## src/rtl/tx_pkg.sv

```systemverilog
// rtl/tx_pkg.sv - shared types and defaults for the TX sample path
package tx_pkg;

    // Read-side scheduler states
    typedef enum logic [1:0] {
        ST_IDLE    = 2'd0,
        ST_PREFILL = 2'd1,
        ST_RUN     = 2'd2
    } tx_state_t;

    // Midscale sample driven whenever no real sample is available
    localparam logic [7:0] TX_IDLE_SAMPLE = 8'h80;

    // Default FIFO occupancy width and sample-period divider width
    localparam int TX_LEVEL_W = 12;
    localparam int TX_RATE_W  = 16;

    // Default occupancy required before RUN starts or resumes
    localparam int TX_PREFILL = 64;

endpackage

```

## src/rtl/tx_rate_tick.sv

```systemverilog
// rtl/tx_rate_tick.sv - loadable down-counter producing a one-cycle period tick
module tx_rate_tick
    import tx_pkg::*;
#(
    parameter int RATE_W = TX_RATE_W
) (
    input  logic              clk,
    input  logic              rst,
    input  logic              clr,
    input  logic              run,
    input  logic [RATE_W-1:0] period,
    output logic              tick
);

    logic [RATE_W-1:0] count;

    // A zero count while running is a tick, so a freshly cleared counter ticks at once
    assign tick = run && (count == '0);

    // Reload with the period sampled on the tick; a new period only applies after the current one
    always_ff @(posedge clk or negedge rst) begin
        if (!rst) begin
            count <= '0;
        end else if (clr) begin
            count <= '0;
        end else if (run) begin
            if (tick) begin
                count <= period;
            end else begin
                count <= count - RATE_W'(1);
            end
        end
    end

endmodule

```

## src/rtl/tx_sample_scheduler.sv

```systemverilog
// rtl/tx_sample_scheduler.sv - paces TX FIFO reads into registered modulator samples
module tx_sample_scheduler
    import tx_pkg::*;
#(
    parameter int         LEVEL_W     = TX_LEVEL_W,
    parameter int         RATE_W      = TX_RATE_W,
    parameter int         PREFILL     = TX_PREFILL,
    parameter logic [7:0] IDLE_SAMPLE = TX_IDLE_SAMPLE
) (
    input  logic               clk,
    input  logic               rst,
    input  logic               enable,
    input  logic [RATE_W-1:0]  rate_div,
    input  logic [LEVEL_W-1:0] fifo_level,
    input  logic               fifo_empty,
    input  logic [7:0]         fifo_q,
    output logic               fifo_rd,
    output logic [7:0]         sample_out,
    output logic               sample_stb,
    input  logic               underrun_clr,
    output logic               underrun,
    output logic [7:0]         underrun_cnt,
    output logic               busy
);

    localparam logic [LEVEL_W-1:0] PREFILL_LEVEL = LEVEL_W'(PREFILL);

    tx_state_t state;
    logic      tick;
    logic      tick_run;
    logic      tick_clr;
    logic      underrun_evt;

    // Ticks only count in RUN with enable still high; any other condition discards the partial period
    assign tick_run = (state == ST_RUN) && enable;
    assign tick_clr = !tick_run;

    tx_rate_tick #(
        .RATE_W (RATE_W)
    ) u_rate_tick (
        .clk    (clk),
        .rst    (rst),
        .clr    (tick_clr),
        .run    (tick_run),
        .period (rate_div),
        .tick   (tick)
    );

    // Pop is combinational so the FIFO head is consumed in the same cycle it is captured
    assign fifo_rd      = tick && !fifo_empty;
    assign underrun_evt = tick && fifo_empty;
    assign busy         = (state != ST_IDLE);

    // Scheduler FSM with registered sample and strobe; enable low overrides every transition
    always_ff @(posedge clk or negedge rst) begin
        if (!rst) begin
            state      <= ST_IDLE;
            sample_out <= IDLE_SAMPLE;
            sample_stb <= 1'b0;
        end else begin
            sample_stb <= 1'b0;
            if (!enable) begin
                state      <= ST_IDLE;
                sample_out <= IDLE_SAMPLE;
            end else begin
                case (state)
                    ST_IDLE: begin
                        state <= ST_PREFILL;
                    end
                    ST_PREFILL: begin
                        if (fifo_level >= PREFILL_LEVEL) begin
                            state <= ST_RUN;
                        end
                    end
                    ST_RUN: begin
                        if (tick) begin
                            sample_stb <= 1'b1;
                            if (fifo_empty) begin
                                sample_out <= IDLE_SAMPLE;
                                state      <= ST_PREFILL;
                            end else begin
                                sample_out <= fifo_q;
                            end
                        end
                    end
                    default: begin
                        state <= ST_IDLE;
                    end
                endcase
            end
        end
    end

    // Sticky underrun flag (a new event beats a clear) and saturating event count
    always_ff @(posedge clk or negedge rst) begin
        if (!rst) begin
            underrun     <= 1'b0;
            underrun_cnt <= 8'd0;
        end else begin
            if (underrun_evt) begin
                underrun <= 1'b1;
                if (underrun_cnt != 8'hFF) begin
                    underrun_cnt <= underrun_cnt + 8'd1;
                end
            end else if (underrun_clr) begin
                underrun <= 1'b0;
            end
        end
    end

endmodule

```

## config.mk

```make
export PLATFORM = sky130hd
export DESIGN_NAME = tx_sample_scheduler
export DESIGN_NICKNAME = d
export VERILOG_FILES = /design/src/rtl/tx_pkg.sv /design/src/rtl/tx_rate_tick.sv /design/src/rtl/tx_sample_scheduler.sv
export SDC_FILE = /design/constraint.sdc
export NUM_CORES = 1
export LEC_CHECK = 0
export ABC_AREA = 1
export ABC_CLOCK_PERIOD_IN_PS = 6200
export CORE_MARGIN = 2
export CORE_UTILIZATION = 53
export DETAILED_ROUTE_END_ITERATION = 10
export PLACE_DENSITY = 0.88
export SYNTH_ARGS = -nofsm -noshare
export SYNTH_HDL_FRONTEND = slang
export SYNTH_HIERARCHICAL = 1
export SYNTH_SLANG_ARGS = --single-unit
```

## constraint.sdc

```tcl
create_clock -name clk -period 6.2 [get_ports clk]
set_input_delay 1.86 -clock clk [delete_from_list [all_inputs] [get_ports clk]]
set_output_delay 1.86 -clock clk [all_outputs]
set_load 0.1 [all_outputs]
```

==> summary.md, run 1 <==
| Metric | Value |
|---|---|
| Utilization after layout | `71.1%` |
| Pleak | `1.63 nW` |
| Max Slew Vio Count | `0` |
| CP most frequent cell | `nor2_1` |
| Grt met1 use | `28.4%` |
| Met3 Use GR | `5.77%` |
| Final Critical Period | `5580 ps` |
| Starting Density | `55.3%` |
| Final hold vios | `0` |
| Status | `completed` |
| Final Cycle Share | `90.0%` |
| CTS max path bufs | `2` |
| Post-CTS sizing | `0` |
| Setup bufs post-CTS | `0` |
| Internal power | `0.462 mW` |
| Max-slew headroom | `33.6%` |
| Stages on the worst setup path | `9` |
| Cts bufs inserted | `5` |
| Reg2Reg Depth | `9` |
| Slowest CP cell | `clkdlybuf4s50_1` |
| Post-synth EDFFs | `0` |
| Clk pwr share | `21.9%` |
| Share of cells above drive strength 1 | `9.71%` |
| Hold Crit Class | `flop to flop` |
| Post-synthesis sequential area ratio | `37.5%` |
| TritonCTS clock tree | `yes` |
| Fmax achieved | `0.179 GHz` |
| Worst Setup End Kind | `output pin` |
| Layout area overhead | `28.7%` |
| Die footprint | `5100 um2` |
| Critical R2R Launch | `state[0]$_DFFE_PN0P_` |
| Non-filler cells, final | `464` |
| Slowest stage delay, CP | `550 ps` |
| Worst-path fanout max | `5` |
| Top post-synthesis cells by count | `nand2_1, inv_1, dfrtp_1` |
| Layout fillers | `350` |
| Leading area contributor after synthesis | `dfrtp_1` |
| RSZ-0062 raised after global routing | `false` |
| Slew @ Worst Pin | `993 ps` |
| Root buf cell | `clkbuf_8` |
| Met2 global-route usage | `42.7%` |
| Core Rows | `24` |
| Global-route usage over all layers | `24.7%` |
| I/O pins | `61` |
| Dpl cells | `456` |
| Sink Count | `36` |
| Yosys cell types | `31` |
| Worst skew pair latency | `300 ps` |
| Switch Pwr | `0.349 mW` |
| Post-Syn Area | `2410 um2` |
| # DRC | `0` |
| Final HPWL DP | `4060 um` |
| Total Wirelength | `5660 um` |
| Top FF cell, synth | `dfrtp_1` |
| IO Port Bufs | `54` |
| Syn Inst Count | `353` |
| Top cell family by delay on the critical path | `buffers and inverters` |
| Hold endpoint | `sample_out[6]$_DFFE_PN0P_` |
| Post-DRT Antenna Nets | `0` |
| Syn_nets | `397` |
| Die H | `71.4 um` |
| Worst path cell trace | `clkdlybuf4s50_1 -> inv_2 -> nor2_1 -> nand4_1 -> nor4_1 -> buf_4 -> inv_1 -> nor2_1 -> buf_12` |
| Hold depth | `2` |
| Most frequent cell after synthesis | `nand2_1` |
| DP Area | `3010 um2` |
| Sequential power share | `34.0%` |
| Buffers plus inverters on the worst setup path | `5` |
| Max capacitance violation total | `0` |
| Drt via density | `5.09` |
| Core area | `4350 um2` |
| Initial antenna violation count | `0` |
| Net count reported at finish | `455` |
| Synthesized area per cell | `6.82 um2` |
| Total congestion overflow | `0` |
| Worst VDD drop | `0.230 mV` |
| Final Skew | `5.97 ps` |
| Die W | `71.4 um` |
| Per-cell routed wire length | `12.2 um` |
| Drt pass-1 iters | `4` |
| Ys Warns | `6` |
| Most Crowded Layer GR | `met2` |
| Worst Setup Start Kind | `primary input` |
| Number of buffers inserted by hold repair at cts | `0` |
| Hold path start | `sample_out[6]$_DFFE_PN0P_` |
| Reg-to-Reg End | `u_rate_tick/count[1]$_DFFE_PN0P_` |
| Vias in the first global route | `2410` |
| Critical path arrival | `3720 ps` |
| Setup slack, reg-to-reg | `4120 ps` |
| # setup viols final | `0` |
| Total negative slack | `0 ps` |
| Comb pwr share | `44.1%` |
| Share of flip-flops with an asynchronous set or reset | `100%` |
| Kind of critical path | `primary input to output pin` |
| Gpl congestion | `0.879` |
| Crit path required time | `4340 ps` |
| Flops & latches, synth | `36` |
| Design Power | `0.812 mW` |
| PwrDens | `262 nW/um2` |
| Switch share | `43.0%` |
| Synth top area share | `36.4%` |
| Via Count | `2363` |
| Largest net degree at the start of global routing | `37` |
| Finished Cell Area | `3100 um2` |
| Ranking of synthesized cells by area | `dfrtp_1, nand2_1, inv_1, nand3_1, nor2_1` |
| First-pass GRT wire length | `10100 um` |
| Number of diodes | `0` |
| H-tree levels | `2` |
| DR iter-0 viols | `153` |
| Clk pin slew, worst setup/hold paths | `70 ps` |
state kept, by name, summed over array words and instances, names as in the netlist:
| name | cells |
|---|---|
| underrun_cnt | 8 |
| sample_out | 8 |
| sample_stb | 1 |
| underrun | 1 |
| u_rate_tick/count | 16 |
| state | 2 |
worst max-delay path by stage:
stage / start / endpoint / slack [ps]
6_report: enable / fifo_rd / 620
5_1_grt: enable / fifo_rd / 460
4_1_cts: enable / fifo_rd / 620
3_3_place_gp: enable / fifo_rd / 670
2_1_floorplan: enable / fifo_rd / 370
3_5_place_dp: enable / fifo_rd / 640
through the flow:
stage	setup slack, ps	hold slack, ps
2_1_floorplan	366	471
3_5_place_dp	637	481
5_1_grt	464	525
6_report	622	493
4_1_cts	623	499
3_3_place_gp	668	472
cell families after synthesis:
kind of cell	after synthesis	synth area share, %
AOI/OAI and AO/OA	18	4.05
and+or+nand+nor	224	43.9
buffers and inverters	67	11.2
adders and majority gates	3	1.56
xor gates and xnor gates	5	1.82
DFF	36	37.5
cell type report:
class	instances	area (um2)	share of cell area, %
sequential	36	902	29.1
tap	52	65.1	2.10
inverter	61	231	7.47
multi-input combinational	250	1240	39.9
clock buffer	8	90.1	2.91
timing repair buffer	57	573	18.5
power groups by stage:
stage	registers, mW	logic [mW]	clock network (mW)
6_report	0.276	0.358	0.178
5_1_grt	0.279	0.401	0.188
4_1_cts	0.275	0.357	0.179
3_5_place_dp	0.280	0.356	0
3_3_place_gp	0.278	0.347	0
2_1_floorplan	0.325	0.224	0
layout by cell type (no fill, tap or decap), types with 4 or more instances in the layout:
| master | Yosys | final |
|---|---|---|
| clkbuf_8 | 0 | 6 |
| nand4_1 | 17 | 17 |
| inv_1 | 52 | 52 |
| nor2_1 | 31 | 31 |
| nor2_4 | 4 | 4 |
| o21ai_0 | 6 | 6 |
| dfrtp_1 | 35 | 35 |
| inv_2 | 8 | 8 |
| o21ai_1 | 9 | 9 |
| nand2_1 | 121 | 121 |
| nand3_1 | 30 | 30 |
| nor2_2 | 7 | 7 |
| clkdlybuf4s50_1 | 0 | 53 |
routing by layer:
metal | share of wire [%] | wire length, um
met2 | 49 | 2770
met5 | 0 | 0
met3 | 7.0 | 396
met4 | 2.2 | 122
met1 | 42 | 2380
tightest hold or removal path: stages, from the launching register on:
cell and delay [ps]:
dfrtp_1 350, nand2_1 50, o21ai_1 60
(Power assumes the default switching activity.)
==> inputs of run 2 (changes only) <==
==> constraint.sdc (replaced) <==
create_clock -name clk -period 6.2 [get_ports clk]
set_input_delay 1.24 -clock clk [delete_from_list [all_inputs] [get_ports clk]]
set_output_delay 1.24 -clock clk [all_outputs]
set_load 0.1 [all_outputs]
==> run 2 against run 1 <==
- critical endpoint unchanged
- worst hold slack improved by 9.5 ps
- maximum frequency increased by 20%
- worst setup slack improved by 930 ps
- cell count decreased by 0.43%
- clock power increased by 16%
- first-iteration DRC count increased by 11%
==> summary.md, run 2 (synthesized netlist as in run 1, its figures left out) <==
| Metric | Value |
|---|---|
| Status | `completed` |
| Switch Pwr | `0.349 mW (-0.11%)` |
| Largest Register | `u_rate_tick/count` |
| Root buf cell | `clkbuf_8` |
| CP most frequent cell | `nor2_1` |
| Share of cells above drive strength 1 | `9.51% (-0.20 points)` |
| Number of buffers inserted by hold repair at cts | `0 (unchanged)` |
| Clk pwr share | `24.5% (+2.6 points)` |
| Via Count | `2342 (-0.89%)` |
| Post-CTS sizing | `0 (unchanged)` |
| Critical R2R Launch | `state[0]$_DFFE_PN0P_` |
| Max-slew headroom | `30.7% (-2.9 points)` |
| Clk pin slew, worst setup/hold paths | `70 ps (about the same)` |
| Core Rows | `24 (unchanged)` |
| Worst-path fanout max | `5 (unchanged)` |
| Die H | `71.4 um (unchanged)` |
| Number of flip-flops in the largest register | `16 (unchanged)` |
| Drt via density | `5.07 (-0.46%)` |
| Hold path start | `sample_out[2]$_DFFE_PN0P_` |
| Hold depth | `2 (unchanged)` |
| Final Cycle Share | `74.9% (-15 points)` |
| Worst Setup Start Kind | `primary input` |
| Setup slack, reg-to-reg | `3630 ps (-490 ps)` |
| Top Registers | `u_rate_tick/count: 16 flops, sample_out: 8 flops, underrun_cnt: 8 flops` |
| Multi-input gate area | `1240 um2 (unchanged)` |
| Layout fillers | `351 (+0.29%)` |
| Global-route usage over all layers | `24.0% (-0.73 points)` |
| Core area | `4350 um2 (unchanged)` |
| Hold endpoint | `sample_out[2]$_DFFE_PN0P_` |
| Reg-to-Reg End | `u_rate_tick/count[15]$_DFFE_PN0P_` |
| First-pass GRT wire length | `9930 um (-1.8%)` |
| Worst Setup End Kind | `output pin` |
| Most common cell after layout, fill and taps aside | `nand2_1` |
| RSZ-0062 raised after global routing | `false` |
| PwrDens | `271 nW/um2 (+3.6%)` |
| Worst VDD drop | `0.159 mV (-31%)` |
| IO Port Bufs | `54 (unchanged)` |
| Register Area | `902 um2 (unchanged)` |
| Net count reported at finish | `453 (-0.44%)` |
| Comb pwr share | `42.5% (-1.6 points)` |
| Largest net degree at the start of global routing | `37 (unchanged)` |
| Die footprint | `5100 um2 (unchanged)` |
| Slew @ Worst Pin | `1040 ps (+42.8 ps)` |
| Final Critical Period | `4650 ps (-932 ps)` |
| Number of diodes | `0 (unchanged)` |
| Sequential power share | `32.9% (-1.1 points)` |
| Final HPWL DP | `4130 um (+1.8%)` |
| Starting Density | `55.3% (unchanged)` |
| Sink Count | `36 (unchanged)` |
| Total congestion overflow | `0 (unchanged)` |
| Cts bufs inserted | `5 (unchanged)` |
| TritonCTS clock tree | `yes` |
| Fmax achieved | `0.215 GHz (+20%)` |
| Kind of critical path | `primary input to output pin` |
| Total negative slack | `0 ps (unchanged)` |
| Worst path cell trace | `clkdlybuf4s50_1 -> inv_2 -> nor2_1 -> nand4_1 -> nor4_1 -> inv_1 -> nor2_1 -> buf_4` |
| Switch share | `41.6% (-1.4 points)` |
| Hold_ws | `503 ps (+9.53 ps)` |
| Final hold vios | `0 (unchanged)` |
| Slowest CP cell | `nor4_1` |
| # DRC | `0 (unchanged)` |
| Max Slew Vio Count | `0 (unchanged)` |
| Crit path required time | `4960 ps (+620 ps)` |
| Vias in the first global route | `2296 (-4.7%)` |
| Final Skew | `8.52 ps (+2.55 ps)` |
| H-tree levels | `2 (unchanged)` |
| Worst skew pair latency | `290 ps (about the same)` |
| Drt pass-1 iters | `4 (unchanged)` |
| CTS max path bufs | `2 (unchanged)` |
| Hold Crit Class | `flop to flop` |
| I/O pins | `61 (unchanged)` |
| Slowest stage delay, CP | `630 ps (+80 ps)` |
| Reg2Reg Depth | `10 (+1)` |
| Per-cell routed wire length | `12.3 um (+0.65%)` |
| Internal power | `0.489 mW (+5.8%)` |
| Initial antenna violation count | `0 (unchanged)` |
| Total Wirelength | `5680 um (+0.21%)` |
| Pleak | `1.63 nW (-0.24%)` |
| Gpl congestion | `0.870 (-0.97%)` |
| Layout area overhead | `28.3%` |
| Commonest cells after routing, fill and taps aside | `nand2_1, clkdlybuf4s50_1, inv_1` |
| Die W | `71.4 um (unchanged)` |
| Max capacitance violation total | `0 (unchanged)` |
| Post-DRT Antenna Nets | `0 (unchanged)` |
| Setup bufs post-CTS | `0 (unchanged)` |
| # setup viols final | `0 (unchanged)` |
| DR iter-0 viols | `170 (+11%)` |
| Critical path arrival | `3410 ps (-310 ps)` |
==> run 2: cell count changes in the layout (fill, tap and decap cells not counted), sizes merged <==
cell	before	now
clkbuf	8	6
buf	4	2
bufinv	0	1
clkinv	0	1
==> run 2: final cells by class <==
class / instances / area share [%]
clock buffers: 6 / 2.35
clock inverters: 2 / 1.13
inverters: 61 / 7.50
multi-input cells: 250 / 40.0
flip-flops and latches: 36 / 29.2
well taps: 52 / 2.11
repair buffers: 55 / 17.7
==> run 2: worst max-delay path: cells and delay by family <==
kind | cells | cell delay, ps
simple gates | 4 | 1150
buf+inv | 4 | 1000
==> run 2: layer usage <==
metal  track usage (%)  vias up  routed length, um
met4              5.66        0                 46
met1              29.2     1047               2380
li1                  -     1211                  -
met5                 0        -                  0
met3              7.03        6                464
met2              41.9       78               2790
==> run 2: metrics by stage <==
step	worst slack [ps]	instance area (um2)	cells	util, %	total power [mW]
2_1_floorplan	1610	2410	353	-	0.550
5_1_grt	1310	3090	462	70.9	0.892
4_1_cts	1590	3090	462	70.9	0.844
3_3_place_gp	1660	2980	454	68.4	0.622
6_report	1550	3090	462	70.9	0.838
3_5_place_dp	1590	2980	454	68.4	0.633
==> run 2: how the worst max path moves through the flow <==
stage	start	endpoint	slack, ps
3_5_place_dp	enable	fifo_rd	1590
6_report	enable	fifo_rd	1550
4_1_cts	enable	fifo_rd	1590
2_1_floorplan	enable	fifo_rd	1610
3_3_place_gp	enable	fifo_rd	1660
5_1_grt	enable	fifo_rd	1310
==> run 2: power groups by stage <==
stage          combinational, mW  sequential, mW  clock, mW
2_1_floorplan              0.224           0.325          0
3_3_place_gp               0.344           0.278          0
3_5_place_dp               0.355           0.279          0
4_1_cts                    0.357           0.275      0.212
5_1_grt                    0.395           0.279      0.218
6_report                   0.357           0.276      0.206
==> inputs of run 3 (changes only) <==
--- a/config.mk
+++ b/config.mk
@@ -6,11 +6,11 @@
 export NUM_CORES = 1
 export LEC_CHECK = 0
 export ABC_AREA = 1
-export ABC_CLOCK_PERIOD_IN_PS = 6200
+export ABC_CLOCK_PERIOD_IN_PS = 3860
 export CORE_MARGIN = 2
-export CORE_UTILIZATION = 53
+export CORE_UTILIZATION = 45
 export DETAILED_ROUTE_END_ITERATION = 10
-export PLACE_DENSITY = 0.88
+export PLACE_DENSITY = 0.8
 export SYNTH_ARGS = -nofsm -noshare
 export SYNTH_HDL_FRONTEND = slang
 export SYNTH_HIERARCHICAL = 1
==> constraint.sdc (replaced) <==
create_clock -name clk -period 3.86 [get_ports clk]
set_input_delay 0.772 -clock clk [delete_from_list [all_inputs] [get_ports clk]]
set_output_delay 0.772 -clock clk [all_outputs]
set_load 0.1 [all_outputs]
==> run 3 against run 2 <==
- non-clock buffer count is 1 higher
- first-iteration DRC count is 42% lower
- register-to-register slack worse by 1900 ps
- power is 60% higher
- utilization is 10 points lower
- largest cell class unchanged
- worst setup slack worse by 1000 ps
- worst hold slack worse by 11 ps
- sequential power is 60% higher
- cell count is 4.1% higher
- count of clock-buffer cells in the layout is 1 lower
- design area is 1.3% higher
==> summary.md, run 3 (synthesized netlist as in run 1, its figures left out) <==
| Metric | Value |
|---|---|
| Status | `completed` |
| Setup slack, reg-to-reg | `1770 ps (-1860 ps)` |
| Worst VDD drop | `0.283 mV (+78%)` |
| Max Slew Vio Count | `0 (unchanged)` |
| Clk pwr share | `24.6% (about the same)` |
| Hold path start | `sample_out[0]$_DFFE_PN0P_` |
| Final HPWL DP | `3950 um (-4.5%)` |
| Switch Pwr | `0.553 mW (+58%)` |
| Via Count | `2349 (+0.30%)` |
| Starting Density | `46.8% (-8.5 points)` |
| Commonest cells after routing, fill and taps aside | `nand2_1, inv_1, clkdlybuf4s50_1` |
| IO Port Bufs | `54 (unchanged)` |
| TritonCTS clock tree | `yes` |
| Met3 Use GR | `5.18% (-1.9 points)` |
| H-tree levels | `2 (unchanged)` |
| Die footprint | `5950 um2 (+17%)` |
| Number of flip-flops in the largest register | `16 (unchanged)` |
| Critical R2R Launch | `state[0]$_DFFE_PN0P_` |
| Global-route usage over all layers | `19.9% (-4.0 points)` |
| Non-filler cells, final | `481 (+4.1%)` |
| Top Registers | `u_rate_tick/count: 16 flops, sample_out: 8 flops, underrun_cnt: 8 flops` |
| Core Rows | `26 (+8.3%)` |
| Switch share | `41.3% (-0.36 points)` |
| Grt met1 use | `24.2% (-5.0 points)` |
| Total negative slack | `0 ps (unchanged)` |
| DP Area | `3020 um2 (+1.3%)` |
| Setup bufs post-CTS | `0 (unchanged)` |
| Place WS | `493 ps (-1100 ps)` |
| Final Cycle Share | `86.4%` |
| Worst skew pair latency | `280 ps (about the same)` |
| Total Wirelength | `5340 um (-5.9%)` |
| CTS max path bufs | `2 (unchanged)` |
| Total congestion overflow | `0 (unchanged)` |
| Design Power | `1.34 mW (+60%)` |
| DR iter-0 viols | `98 (-42%)` |
| Internal power | `0.787 mW (+61%)` |
| Post-DRT Antenna Nets | `0 (unchanged)` |
| Dpl cells | `473 (+4.2%)` |
| Net count reported at finish | `454 (+0.22%)` |
| Crit path required time | `3090 ps (-1870 ps)` |
| Pleak | `1.63 nW (+0.47%)` |
| Gpl congestion | `0.882 (+1.4%)` |
| Cts bufs inserted | `5 (unchanged)` |
| Comb pwr share | `42.4% (about the same)` |
| PwrDens | `428 nW/um2 (+58%)` |
| First-pass GRT wire length | `9760 um (-1.7%)` |
| Slew @ Worst Pin | `988 ps (-47.8 ps)` |
| Critical path arrival | `2560 ps (-850 ps)` |
| Root buf cell | `clkbuf_8` |
| Met2 global-route usage | `33.8% (-8.0 points)` |
| Kind of critical path | `primary input to output pin` |
| Worst-path fanout max | `5 (unchanged)` |
| Number of buffers inserted by hold repair at cts | `0 (unchanged)` |
| Sink Count | `36 (unchanged)` |
| Most common cell after layout, fill and taps aside | `nand2_1` |
| Hold Crit Class | `flop to flop` |
| Largest Register | `u_rate_tick/count` |
| Clk pin slew, worst setup/hold paths | `70 ps (about the same)` |
| Most Crowded Layer GR | `met2` |
| Max capacitance violation total | `0 (unchanged)` |
| Reg2Reg Depth | `10 (unchanged)` |
| Final Skew | `4.51 ps (-4.01 ps)` |
| I/O pins | `61 (unchanged)` |
| Hold endpoint | `sample_out[0]$_DFFE_PN0P_` |
| Final hold vios | `0 (unchanged)` |
| Largest net degree at the start of global routing | `37 (unchanged)` |
| # DRC | `0 (unchanged)` |
| Vias in the first global route | `2338 (+1.8%)` |
| Finished Cell Area | `3130 um2 (+1.3%)` |
| RSZ-0062 raised after global routing | `false` |
| Initial antenna violation count | `0 (unchanged)` |
| Sequential power share | `33.0% (about the same)` |
| Hold depth | `2 (unchanged)` |
| Min setup slack post-route | `525 ps (-1030 ps)` |
| Worst Setup End Kind | `output pin` |
| Drt via density | `4.88 (-3.7%)` |
| Max-slew headroom | `33.9% (+3.2 points)` |
| Drt pass-1 iters | `4 (unchanged)` |
| Post-CTS sizing | `0 (unchanged)` |
| Core area | `5140 um2 (+18%)` |
| # setup viols final | `0 (unchanged)` |
| Per-cell routed wire length | `11.1 um (-9.6%)` |
| Final Critical Period | `3330 ps` |
| Die H | `77.1 um (+8.0%)` |
| Layout area overhead | `30.0%` |
| Share of cells above drive strength 1 | `10.2% (+0.71 points)` |
| Reg-to-Reg End | `u_rate_tick/count[12]$_DFFE_PN0P_` |
| Fmax achieved | `0.300 GHz` |
| Number of diodes | `0 (unchanged)` |
| Layout fillers | `487 (+39%)` |
| Die W | `77.1 um (+8.0%)` |
| Worst Setup Start Kind | `primary input` |
## run 3: changes by cell type in the layout (fill, tap and decap cells not counted)
cell and change:
clkbuf_1 -1, buf_2 +1, buf_12 +1, clkdlybuf4s50_1 -1
clkinvlp_4 +1
## run 3: worst max path at each step
stage	from	to	slack [ps]	cells after the start
global route	enable	fifo_rd	290	9
CTS	enable	fifo_rd	470	9
finish	enable	fifo_rd	530	9
detailed placement	enable	fifo_rd	490	9
global placement	enable	fifo_rd	520	9
floorplan	enable	fifo_rd	200	6
## run 3: routing by layer
| layer | share of wire (%) | vias up |
|---|---|---|
| met2 | 47 | 64 |
| met3 | 6.5 | 5 |
| met4 | 0.94 | 0 |
| met1 | 45 | 1066 |
| li1 | - | 1214 |
| met5 | 0 | - |
## run 3: power groups by stage
stage	clock [mW]	combinational, mW	sequential, mW
2_1_floorplan	0	0.360	0.523
3_3_place_gp	0	0.558	0.447
3_5_place_dp	0	0.571	0.449
4_1_cts	0.337	0.573	0.442
5_1_grt	0.352	0.639	0.447
6_report	0.330	0.569	0.442
## run 3: cell type report
class	instances	area, um2	area share, %
clock buffers	5	68.8	2.20
clock inverters	3	42.5	1.36
inverters	61	231	7.40
multi-input cells	250	1240	39.5
flip-flops and latches	36	902	28.8
well taps	70	87.6	2.80
repair buffers	56	561	17.9
## run 3: through the flow
stage | util (%) | hold slack, ps
floorplan | - | 471
global placement | 58.7 | 473
detailed placement | 58.7 | 479
CTS | 60.9 | 498
global route | 60.9 | 523
finish | 60.9 | 492
## run 3: worst max-delay path, stage by stage
cell	delay, ps
clkdlybuf4s50_1	540
inv_2	60
nor2_1	250
nand4_1	130
nor4_1	210
buf_4	180
inv_1	40
nor2_1	170
buf_12	200
==> RTL edit 1 (flow settings as in run 1) <==
Put one more register stage on the output `underrun_cnt`, cleared by the reset. The value now appears one clock later. The other outputs are not delayed to match.
--- a/src/rtl/tx_sample_scheduler.sv
+++ b/src/rtl/tx_sample_scheduler.sv
@@ -24,6 +24,8 @@
 );
 
     localparam logic [LEVEL_W-1:0] PREFILL_LEVEL = LEVEL_W'(PREFILL);
+
+    logic [7:0] underrun_cnt_s0;
 
     tx_state_t state;
     logic      tick;
@@ -95,12 +97,12 @@
     always_ff @(posedge clk or negedge rst) begin
         if (!rst) begin
             underrun     <= 1'b0;
-            underrun_cnt <= 8'd0;
+            underrun_cnt_s0 <= 8'd0;
         end else begin
             if (underrun_evt) begin
                 underrun <= 1'b1;
-                if (underrun_cnt != 8'hFF) begin
-                    underrun_cnt <= underrun_cnt + 8'd1;
+                if (underrun_cnt_s0 != 8'hFF) begin
+                    underrun_cnt_s0 <= underrun_cnt_s0 + 8'd1;
                 end
             end else if (underrun_clr) begin
                 underrun <= 1'b0;
@@ -108,5 +110,13 @@
         end
     end
 
+    always_ff @(posedge clk or negedge rst) begin
+        if (!rst) begin
+            underrun_cnt <= '0;
+        end else begin
+            underrun_cnt <= underrun_cnt_s0;
+        end
+    end
+
 endmodule
 
Behaviour: not the same (a bounded check fails within 4 cycles, from zero or initial values and one cycle with rst low).
==> RTL edit 1 against run 1 <==
  * Worst setup slack got worse by 75 ps
  * Sequential cell count increased by 8
  * Design area increased by 7.6%
  * Sequential share of layout area increased by 4.0 points
  * Total power increased by 8.5%
  * Via count increased by 4.6%
  * Clock skew decreased by 2.0 ps
  * Routed wire length increased by 4.9%
  * Global-route usage decreased by 0.77 points
  * Final cell count increased by 3.7%
  * Area after synthesis increased by 9.2%
==> RTL edit 1: results <==
group,metric,value,unit
status,status,"finished, final reports clean",
critical_path,worst_ep_arrival_time,3790,ps
cells_and_area,n_antenna_cell,0,
global_routing,track_usage,23.9,%
drt,drtIter0Drc,141,
critical_path,rrSetupSlack,4030,ps
global_routing,grt_use_met2,41.3,%
global_routing,gr-usage-met1,28.2,%
cts,cts_buffers,5,
cts,worstSkewPairLatency,300,ps
yosys,yosys_warnings,6,
sta,skew,3.99,ps
global_routing,antenna_found_initial,0,
global_routing,grt_max_degree,45,
cells_and_area,largest_register,"u_rate_tick/count",
cells_and_area,fill_cells,388,
global_routing,grt_pass1_vias,2451,
global_routing,grt_pass1_wl,10300,microns
yosys,synth_top_cells_by_area,"dfrtp_1, nand2_1, nand3_1, inv_1, nand4_1",
yosys,yosys.area_share.adder,1.43,%
critical_path,rr_worst_depth,10,
sta,slew_headroom,34.1,%
worst_hold_path,hp-class,"reg2reg",
cts,clk_pin_slew_worst_paths,80,ps
yosys,synth_common_cells,"nand2_1, nand3_1, dfrtp_1",
placed_design,port_buffers,54,
placed_design,dp_slack,582,ps
placed_design,placed_cells,473,
yosys,synth_ff_type,"dfrtp_1",
cts,cts_root_buf,"clkbuf_8",
drt,drt-pass1-iter-count,4,
drt,routed_via_density,5.14,
yosys,netlist_instances,356,
worst_hold_path,hold_depth,0,
cts,h-tree-depth,2,
cells_and_area,instances_no_fill,481,
yosys,async_flop_share,100,%
drt,drt-wirelength-per-cell,12.4,microns
worst_hold_path,min_to,"underrun_cnt[7]",
cells_and_area,largest_reg_flops,16,
power,p_leak,0.00172,uW
yosys,synth_cell_types,36,
yosys,synth_compound_area_share,3.05,%
cts,post-cts-setup-buffer-count,0,
cells_and_area,drive_gt1_share,10.4,%
cts,cts-resized-gates,0,
placed_design,dp.final_hpwl,4250,microns
yosys,syn_nets,400,
sta,fin_hold_ws,461,ps
yosys,synth-xor-area-share,1.33,%
cells_and_area,nNetsFinal,457,
global_routing,use_met3,6.78,%
yosys,yosysSeqAreaShare,41.9,%
critical_path,worst-path-max-fanout,11,
critical_path,rr_endpoint,"sample_out[1]",
critical_path,timing.rr.start,"state[0]",
placed_design,place.gp.congestion,0.864,
power,ir_drop,138,uV
worst_hold_path,min_from,"underrun_cnt_s0[7]",
RTL edit 1: area by class of cell:
cell class              count  area, sq um  share of cell area (%)
well taps                  67         83.8                    2.52
multi-input cells         254         1270                    38.2
clock buffers               7         86.3                    2.59
flip-flops and latches     44         1100                    33.1
clock inverters             1         7.51                   0.225
inverters                  51          211                    6.34
repair buffers             57          568                    17.0
RTL edit 1: how the worst max path moves through the flow:
stage / startpoint / to / slack (ps) / depth (start not counted)
after floorplan: enable / fifo_rd / 790 / 6
after global placement: enable / fifo_rd / 620 / 8
after detailed placement: enable / fifo_rd / 580 / 8
after CTS: enable / fifo_rd / 560 / 8
after global routing: enable / fifo_rd / 410 / 8
final: enable / fifo_rd / 550 / 8
RTL edit 1: worst max-delay path: stages:
cell and delay (ps):
clkdlybuf4s50_1 480, nand2_1 90, nor2_4 240, nand4_1 130
nor4_1 460, inv_1 140, nor2_2 200, buf_12 200
RTL edit 1: metrics by stage:
step	utilization (%)	area, sq um
2_1_floorplan	-	2630
3_3_place_gp	68.1	3240
3_5_place_dp	68.1	3240
4_1_cts	70.1	3330
5_1_grt	70.1	3330
6_report	70.1	3330
RTL edit 1: cells by family (layout without fill, tap and decap cells):
family | count (synthesis) | after routing
DFF | 44 | 44
buffers and inverters | 58 | 116
AOI/OAI and AO/OA | 13 | 13
and+or+nand+nor | 234 | 234
adders and majority gates | 3 | 3
xor gates and xnor gates | 4 | 4
RTL edit 1: routing by layer:
metal  part of all wire [%]  vias up
li1                       -     1249
met1                     42     1126
met2                     49       87
met3                    7.2        9
met4                    1.5        0
met5                      0        -
RTL edit 1: power breakdown:
| part | internal (uW) | leakage (uW) | switching (uW) |
|---|---|---|---|
| logic | 118 | 0.00107 | 239 |
| registers | 311 | 0.000603 | 23.9 |
| clock network | 90.6 | 0.0000445 | 97.8 |
| total | 520 | 0.00172 | 361 |
==> RTL edit 2 (flow settings as in run 1) <==
Without the edit above. The package constant `TX_RATE_W` goes from 16 to 12.
--- a/src/rtl/tx_pkg.sv
+++ b/src/rtl/tx_pkg.sv
@@ -13,7 +13,7 @@
 
     // Default FIFO occupancy width and sample-period divider width
     localparam int TX_LEVEL_W = 12;
-    localparam int TX_RATE_W  = 16;
+    localparam int TX_RATE_W  = 12;
 
     // Default occupancy required before RUN starts or resumes
     localparam int TX_PREFILL = 64;
Ports: changed (resized rate_div); port bits go from 61 to 57. The function was not compared with the original's and may differ.
==> RTL edit 2 against run 1 <==
  * Worst setup slack worse by 200 ps
  * Area after synthesis down 18%
  * Largest cell class unchanged
  * Design area down 14%
  * Total power down 11%
  * Routed wire length down 22%
  * Count of clock-buffer cells in the layout down 1
  * Hold slack better by 3.7 ps
  * First-iteration DRC count down 39%
  * Highest routed layer unchanged
  * Sequential cell count down 4
  * Die area down 17%
==> RTL edit 2: results <==
group,metric,value,unit
status,status,"finished, final reports clean",
global_routing,track_usage,22.9,%
placed_design,place_area,2520,sq um
global_routing,grt_pass1_wl,7490,microns
drt,drt-wirelength-per-cell,11.6,microns
yosys,syn_nets,316,
sta,skew,7.07,ps
cts,cts_root_buf,"clkbuf_8",
critical_path,worst_ep_arrival_time,3920,ps
critical_path,cp_top_family,"buffers and inverters",
cts,cts_buffers,5,
worst_hold_path,min_from,"sample_out[0]",
cells_and_area,n_antenna_cell,0,
yosys,yosys_warnings,6,
yosys,async_flop_share,100,%
cts,clk_pin_slew_worst_paths,60,ps
power,pwr-share-clk,30.4,%
global_routing,antenna_found_initial,0,
power,switching_share,37.2,%
placed_design,port_buffers,50,
placed_design,place.gp.congestion,0.867,
cells_and_area,drive_gt1_share,11.1,%
critical_path,worstSetupStartpoint,"enable",
placed_design,dp.final_hpwl,3170,microns
cts,worstSkewPairLatency,290,ps
power,ir_drop,243,uV
drt,drtIter0Drc,93,
power,p_leak,0.00135,uW
yosys,synth_common_cells,"nand2_1, inv_1, dfrtp_1",
power,p_switching,270,uW
cts,cts-resized-gates,0,
yosys,synth_ff_type,"dfrtp_1",
yosys,synth_top_cells_by_area,"dfrtp_1, nand2_1, inv_1, nand3_1, nor2_1",
critical_path,worst-path-max-fanout,14,
sta,tightestPinTransition,991,ps
global_routing,grt_max_degree,33,
drt,drt-pass1-iter-count,4,
yosys,synth_cell_types,28,
cells_and_area,top_regs,"u_rate_tick/count: 12 flops, sample_out: 8 flops, underrun_cnt: 8 flops",
cts,h-tree-depth,2,
power,seq_power,245,uW
critical_path,critPathMaxStageDelay,540,ps
yosys,yosysSeqAreaShare,40.8,%
critical_path,crit_slowest_cell,"clkdlybuf4s50_1",
global_routing,grt_pass1_vias,1780,
cts,cts_buffer_depth,2,
critical_path,timing.rr.start,"state[0]",
cells_and_area,nNetsFinal,371,
worst_hold_path,hp-class,"reg2reg",
drt,num_vias,1892,
[RTL edit 2: path summary, 6_finish.rpt]
kind / end / slack, ps / cells past startpoint
min in group asynchronous: u_rate_tick/count[0] / 1960 / 2
worst min register to register: sample_out[0] / 500 / 2
worst max register to register: u_rate_tick/count[9] / 3780 / 10
max in group asynchronous: sample_out[7] / 3920 / 2
worst min-delay path: sample_out[0] / 500 / 2
worst max-delay path: fifo_rd / 420 / 10
[RTL edit 2: metal layers]
| layer | up-vias | global-route usage [%] | part of all wire (%) |
|---|---|---|---|
| li1 | 958 | - | - |
| met1 | 876 | 28.0 | 43 |
| met2 | 52 | 38.8 | 50 |
| met3 | 6 | 5.90 | 5.4 |
| met4 | 0 | 8.51 | 1.3 |
| met5 | - | 0 | 0 |
[RTL edit 2: cells by family (layout without fill, tap and decap cells)]
| kind of cell | Yosys count | after routing | synth area share (%) |
|---|---|---|---|
| buffers and inverters | 48 | 104 | 9.86 |
| AOI/OAI and AO/OA | 16 | 16 | 4.39 |
| adders and majority gates | 3 | 3 | 1.91 |
| and+or+nand+nor | 172 | 172 | 40.8 |
| xor gates and xnor gates | 5 | 5 | 2.23 |
| DFF | 32 | 32 | 40.8 |
[RTL edit 2: through the flow]
stage          cells  setup slack (ps)
6_report         380               423
3_3_place_gp     372               537
4_1_cts          380               445
5_1_grt          380               325
3_5_place_dp     372               503
2_1_floorplan    276               454
[RTL edit 2: area by class of cell]
type / count / area, sq um
Clock buffer: 7 / 96.3
Multi-Input combinational cell: 196 / 971
Clock inverter: 1 / 30.0
Tap cell: 48 / 60.1
Timing Repair Buffer: 51 / 518
Fill cell: 268 / 957
Sequential cell: 32 / 802
Inverter: 45 / 171
